File: src/rtl/rr_arb_mux_if.sv
`default_nettype none
// ============================================================================
// Module   : rr_arb_mux_if
// Brief    : Source/sink stream bundle for rr_arb_mux (N sources, one sink).
// Revision : 1.0
// ============================================================================
interface rr_arb_mux_if #(
    parameter int DataWidth = 32,
    parameter int NumInputs = 8
);
    localparam int SelWidth = (NumInputs > 1) ? $clog2(NumInputs) : 1;

    logic [NumInputs-1:0] valid_i;
    logic [DataWidth-1:0] data_i [NumInputs];
    logic [NumInputs-1:0] last_i;
    logic [NumInputs-1:0] ready_o;
    logic                 valid_o;
    logic [DataWidth-1:0] data_o;
    logic [SelWidth-1:0]  sel_o;
    logic                 ready_i;

    modport master (
        output valid_i, data_i, last_i, ready_i,
        input  ready_o, valid_o, data_o, sel_o
    );

    modport slave (
        input  valid_i, data_i, last_i, ready_i,
        output ready_o, valid_o, data_o, sel_o
    );
endinterface

`default_nettype wire

File: src/rtl/rr_arb_mux.sv
`default_nettype none
// ============================================================================
// Module   : rr_arb_mux
// Brief    : Round-robin N-to-1 stream mux with registered output stage.
//            Define RR_ARB_MUX_BURST_EN to hold the grant until last_i.
// Revision : 1.0
// ============================================================================
module rr_arb_mux #(
    parameter int DataWidth = 32,
    parameter int NumInputs = 8
) (
    input  wire logic    clk_i,
    input  wire logic    rst_i,
    rr_arb_mux_if.slave  bus
);
    localparam int SelWidth = (NumInputs > 1) ? $clog2(NumInputs) : 1;
    localparam logic [SelWidth-1:0] c_last_idx = SelWidth'(NumInputs - 1);

    logic                 r_valid;
    logic [DataWidth-1:0] r_data;
    logic [SelWidth-1:0]  r_sel;
    logic [SelWidth-1:0]  r_ptr;

    logic                 w_accept;
    logic                 w_any;
    logic [SelWidth-1:0]  w_grant;
    logic [SelWidth-1:0]  w_ptr_next;

`ifdef RR_ARB_MUX_BURST_EN
    typedef enum logic [0:0] {
        ARB    = 1'b0,
        LOCKED = 1'b1
    } state_t;

    state_t               r_state;
    logic [SelWidth-1:0]  r_lock_idx;
`else
    logic                 w_unused_last;
    assign w_unused_last = ^bus.last_i;
`endif

    assign w_accept = !r_valid || bus.ready_i;

    // Scan from the highest offset down so the earliest source in
    // round-robin order (starting at r_ptr) is the last assignment to win.
    always_comb begin
        int j;
        j       = 0;
        w_grant = r_ptr;
        w_any   = 1'b0;
        for (int i = NumInputs - 1; i >= 0; i--) begin
            j = int'(r_ptr) + i;
            if (j >= NumInputs) begin
                j = j - NumInputs;
            end
            if (bus.valid_i[j]) begin
                w_grant = SelWidth'(j);
                w_any   = 1'b1;
            end
        end
`ifdef RR_ARB_MUX_BURST_EN
        if (r_state == LOCKED) begin
            w_grant = r_lock_idx;
            w_any   = bus.valid_i[r_lock_idx];
        end
`endif
    end

    assign w_ptr_next = (w_grant == c_last_idx) ? '0 : w_grant + 1'b1;

    generate
        for (genvar k = 0; k < NumInputs; k++) begin : g_ready
            assign bus.ready_o[k] = !rst_i && w_accept && w_any &&
                                    (w_grant == SelWidth'(k));
        end
    endgenerate

    always_ff @(posedge clk_i or posedge rst_i) begin
        if (rst_i) begin
            r_valid    <= 1'b0;
            r_data     <= '0;
            r_sel      <= '0;
            r_ptr      <= '0;
`ifdef RR_ARB_MUX_BURST_EN
            r_state    <= ARB;
            r_lock_idx <= '0;
`endif
        end else if (w_accept) begin
            if (w_any) begin
                r_valid <= 1'b1;
                r_data  <= bus.data_i[w_grant];
                r_sel   <= w_grant;
`ifdef RR_ARB_MUX_BURST_EN
                // The pointer only moves once the burst closes.
                if (bus.last_i[w_grant]) begin
                    r_state <= ARB;
                    r_ptr   <= w_ptr_next;
                end else begin
                    r_state    <= LOCKED;
                    r_lock_idx <= w_grant;
                end
`else
                r_ptr   <= w_ptr_next;
`endif
            end else begin
                r_valid <= 1'b0;
            end
        end
    end

    assign bus.valid_o = r_valid;
    assign bus.data_o  = r_data;
    assign bus.sel_o   = r_sel;

endmodule

`default_nettype wire

File: src/flat_wrapper.sv
// flat-port wrapper written by rule: the top's interface ports become plain ports
module rr_arb_mux_flat 
#(
    parameter int DataWidth = 32,
    parameter int NumInputs = 8
)
  (clk_i, rst_i, bus_valid_i, bus_data_i, bus_last_i, bus_ready_i, bus_ready_o, bus_valid_o, bus_data_o, bus_sel_o);
  rr_arb_mux_if #(.DataWidth(DataWidth), .NumInputs(NumInputs)) bus_i ();
  input  wire logic clk_i;
  input  wire logic rst_i;
  input wire logic [$bits(bus_i.valid_i)-1:0] bus_valid_i;
  input wire logic [$bits(bus_i.data_i)-1:0] bus_data_i;
  input wire logic [$bits(bus_i.last_i)-1:0] bus_last_i;
  input wire logic [$bits(bus_i.ready_i)-1:0] bus_ready_i;
  output wire logic [$bits(bus_i.ready_o)-1:0] bus_ready_o;
  output wire logic [$bits(bus_i.valid_o)-1:0] bus_valid_o;
  output wire logic [$bits(bus_i.data_o)-1:0] bus_data_o;
  output wire logic [$bits(bus_i.sel_o)-1:0] bus_sel_o;
  assign bus_i.valid_i = bus_valid_i;
  assign bus_i.data_i = {>>{bus_data_i}};
  assign bus_i.last_i = bus_last_i;
  assign bus_i.ready_i = bus_ready_i;
  assign bus_ready_o = bus_i.ready_o;
  assign bus_valid_o = bus_i.valid_o;
  assign bus_data_o = bus_i.data_o;
  assign bus_sel_o = bus_i.sel_o;
  rr_arb_mux #(.DataWidth(DataWidth), .NumInputs(NumInputs)) u_core (.clk_i(clk_i), .rst_i(rst_i), .bus(bus_i));
endmodule
File: config.mk
export PLATFORM = sky130hd
export DESIGN_NAME = rr_arb_mux_flat
export DESIGN_NICKNAME = d
export VERILOG_FILES = /design/src/rtl/rr_arb_mux_if.sv /design/src/rtl/rr_arb_mux.sv /design/src/flat_wrapper.sv
export SDC_FILE = /design/constraint.sdc
export NUM_CORES = 1
export LEC_CHECK = 0
export CAP_MARGIN = 5
export CORE_AREA = 2 2 123 125
export CTS_CLUSTER_SIZE = 14
export DETAILED_ROUTE_END_ITERATION = 12
export DIE_AREA = 0 0 125 127
export HOLD_SLACK_MARGIN = 0.03
export PLACE_DENSITY = 0.83
export SYNTH_ARGS = -nofsm -noshare
export SYNTH_HDL_FRONTEND = slang
export SYNTH_SLANG_ARGS = --single-unit
File: constraint.sdc
create_clock -name clk_i -period 7.58 [get_ports clk_i]
set_input_delay 1.895 -clock clk_i [delete_from_list [all_inputs] [get_ports clk_i]]
set_output_delay 1.895 -clock clk_i [all_outputs]
set_load 0.01 [all_outputs]
==> reports/results.txt <==
CTS max path bufs: 2
crit start category: input pin
Gate Count Post-Synth: 456
# IOs: 319
compound-cell area share of the yosys netlist: 26.8%
final setup fails: 0
Comb pwr share: 84.6%
fin nets: 1012
Synth-to-Final Area Change: 67.3%
crit path from: bus_valid_i[6]
Global Route Usage Sum: 23.1%
predominant post-synthesis flop cell: dfrtp_1
syn nets: 733
VDD IR max: 0.440 mV
PwrDens: 542 mW/mm²
CTS Buf Count: 5
Core Area: 0.0144 mm²
drc violations: 0
hold crit path type: reg2reg
max-cap violation count: 0
sequential-to-total area share from yosys stat: 20.3%
vias in the first global route: 5323
Via density: 5.46
CP Capture Type: output port
f_max: 0.143 GHz
starting DRC count in detailed routing: 360
port bufs: 310
Area after DPL: 0.00789 mm²
initial antenna violation count: 0
Post-synth EDFFs: 0
Internal Power: 2.26 mW
synthesized-area fraction occupied by and/or/nand/nor cells: 6.59%
Vias: 5025
max-slew violations: 0
FFs w/ async S/R, synth: 100%
Ys Warns: 0
sw power: 2.10 mW
Clk pwr share: 5.0%
share of layout cells above drive strength 1: 11.5%
slew margin rel.: 32.0%
clk sinks: 39
adder-cell area share of the yosys netlist: 0.521%
Tmin final: 6.98 ns
CTS tree: done
hold_ws: 0.499 ns
Final WS setup: 0.602 ns
first-pass GRT wire length: 29200 µm
CP Class: in2out
arrival time at the worst endpoint: 5.08 ns
clock slew at reported path FFs: 0.06 ns
FP Rows: 44
post-route cell area: 0.00804 mm²
combinational family with the most area after synthesis: multiplexers
Hold Path Origin: u_core.bus.sel_o[0]$_DFFE_PP0P_
Setup Skew: 0.00799 ns
Die X: 125 µm
final hold violation count: 0
r2r setup slk: 1.92 ns
Hold EP: u_core.bus.sel_o[0]$_DFFE_PP0P_
Routed WL per cell: 20.8 µm
Final ANT Viol Nets: 0
CTS Root Cell: clkbuf_16
sw frac: 48.2%
RR Endpoint: u_core.bus.data_o[8]$_DFFE_PP0P_
CP required: 5.69 ns
Final Power: 4.36 mW
total gr overflow: 0
area of the die: 0.0159 mm²
die height: 127 µm
Placed Instances: 912
post-synthesis mux area share: 37.4%
RSZ-0062 raised after global routing: false
H-tree Lvls: 2
Inserted Diodes: 0
Post-CTS Resized: 0
Setup TNS Final: 0 ns
Synth Cell Area: 0.00481 mm²
Post-CTS Hold Fix Bufs: 0
crit path max fanout: 8
final core area utilization: 55.7%
non-filler instance count after layout: 920
Least-Margin Pin Slew: 1.02 ns
Starting Density: 33.3%
Placer Congestion: 0.856
post-synth cell types: 53
largest net degree at the start of global routing: 64
routed wire length: 19100 µm
period utilization: 92.1%
dpl hpwl: 15400 µm
Synth Register Bits: 39
r2r startpoint: u_core.r_ptr[0]$_DFFE_PP0P_
P_leak: 3.27 nW
hold path depth: 1
average size of a mapped cell: 10.5 µm²
xor/xnor cell area share of the yosys netlist: 1.09%
status: complete, no violations
DP Worst Slack: 0.636 ns
area occupied by registers: 976 µm²
FF-to-FF path depth: 12
post-CTS setup buffer count: 0
fillers: 1247
sequential power share: 10.3%
multi-input logic area: 0.00351 mm²
drt first pass iters: 4
clk_lat worst skew: 0.28 ns
## sequential cells by signal, indices dropped and copies added, names as in the netlist
signal,flops
u_core.bus.valid_o,1
u_core.r_ptr,3
u_core.bus.sel_o,3
u_core.bus.data_o,32
## worst max-delay path, stage by stage
cell,delay (ns)
clkdlybuf4s50_1,0.54
mux4_2,0.61
mux2i_2,0.30
o311ai_1,0.15
a221o_1,0.37
a21oi_1,0.35
nand2_1,0.13
nor3_1,0.17
clkdlybuf4s50_1,0.57
## layer usage
metal  vias to the layer above  global-route usage, %  share of wire, %
met4                         0                   8.63               3.7
met3                        38                   3.43               5.9
met5                         -                      0                 0
met2                       221                   43.6                53
li1                       2372                      -                 -
met1                      2394                   26.4                37
## worst max-delay path by stage
| stage | endpoint | slack (ns) | depth (start not counted) |
|---|---|---|---|
| after floorplan | bus_ready_o[2] | 1.70 | 10 |
| after global placement | bus_ready_o[1] | 0.71 | 9 |
| after detailed placement | bus_ready_o[1] | 0.64 | 9 |
| after CTS | bus_ready_o[1] | 0.64 | 9 |
| after global routing | bus_ready_o[1] | 0.39 | 9 |
| final | bus_ready_o[1] | 0.60 | 9 |
## Yosys cell counts, types with 6 or more instances
master / number / area, µm²
nand2b_1: 7 / 43.8
a21oi_1: 10 / 50.1
nor2_1: 9 / 33.8
buf_2: 14 / 70.1
inv_1: 7 / 26.3
mux4_2: 15 / 338
buf_8: 7 / 105
dfrtp_1: 39 / 976
clkbuf_1: 10 / 37.5
a22o_1: 33 / 289
a211oi_2: 33 / 413
nand2_1: 18 / 67.6
o2bb2ai_1: 32 / 280
mux2i_1: 136 / 1360
buf_6: 6 / 67.6
nor3_1: 10 / 50.1
## power groups by stage
stage                     Clock [mW]  Sequential, mW  Combinational, mW
after detailed placement           0           0.454               3.70
final                          0.220           0.450               3.69
after global placement             0           0.447               3.61
after global routing           0.237           0.466               3.97
after CTS                      0.226           0.451               3.71
after floorplan                    0           0.430               3.07
## cell type report
cell class / instances / area share, %
Clock inverter: 1 / 0.109
Tap cell: 184 / 2.86
Clock buffer: 7 / 1.77
Timing Repair Buffer: 316 / 39.2
Inverter: 7 / 0.327
Multi-Input combinational cell: 366 / 43.6
Sequential cell: 39 / 12.1
## cell families (layout without fill, tap and decap cells)
kind of cell               count (synthesis)  count (layout)
xor gates and xnor gates                   6               6
DFF                                       39              39
muxes                                    159             159
buffers and inverters                     51             331
AOI/OAI and AO/OA                        137             137
and+or+nand+nor                           62              62
adders and majority gates                  2               2
## layout by cell type (no fill, tap or decap), types with 6 or more instances in the layout
cell	synthesis	layout
nand2_1	18	18
inv_1	7	6
mux4_2	15	15
mux2i_1	136	136
nor3_1	10	9
nand2b_1	7	7
nor2_1	9	9
a211oi_2	33	33
dfrtp_1	39	39
a22o_1	33	33
buf_4	4	6
o2bb2ai_1	32	32
a21oi_1	10	10
clkdlybuf4s50_1	0	310
(Power assumes the default switching activity.)
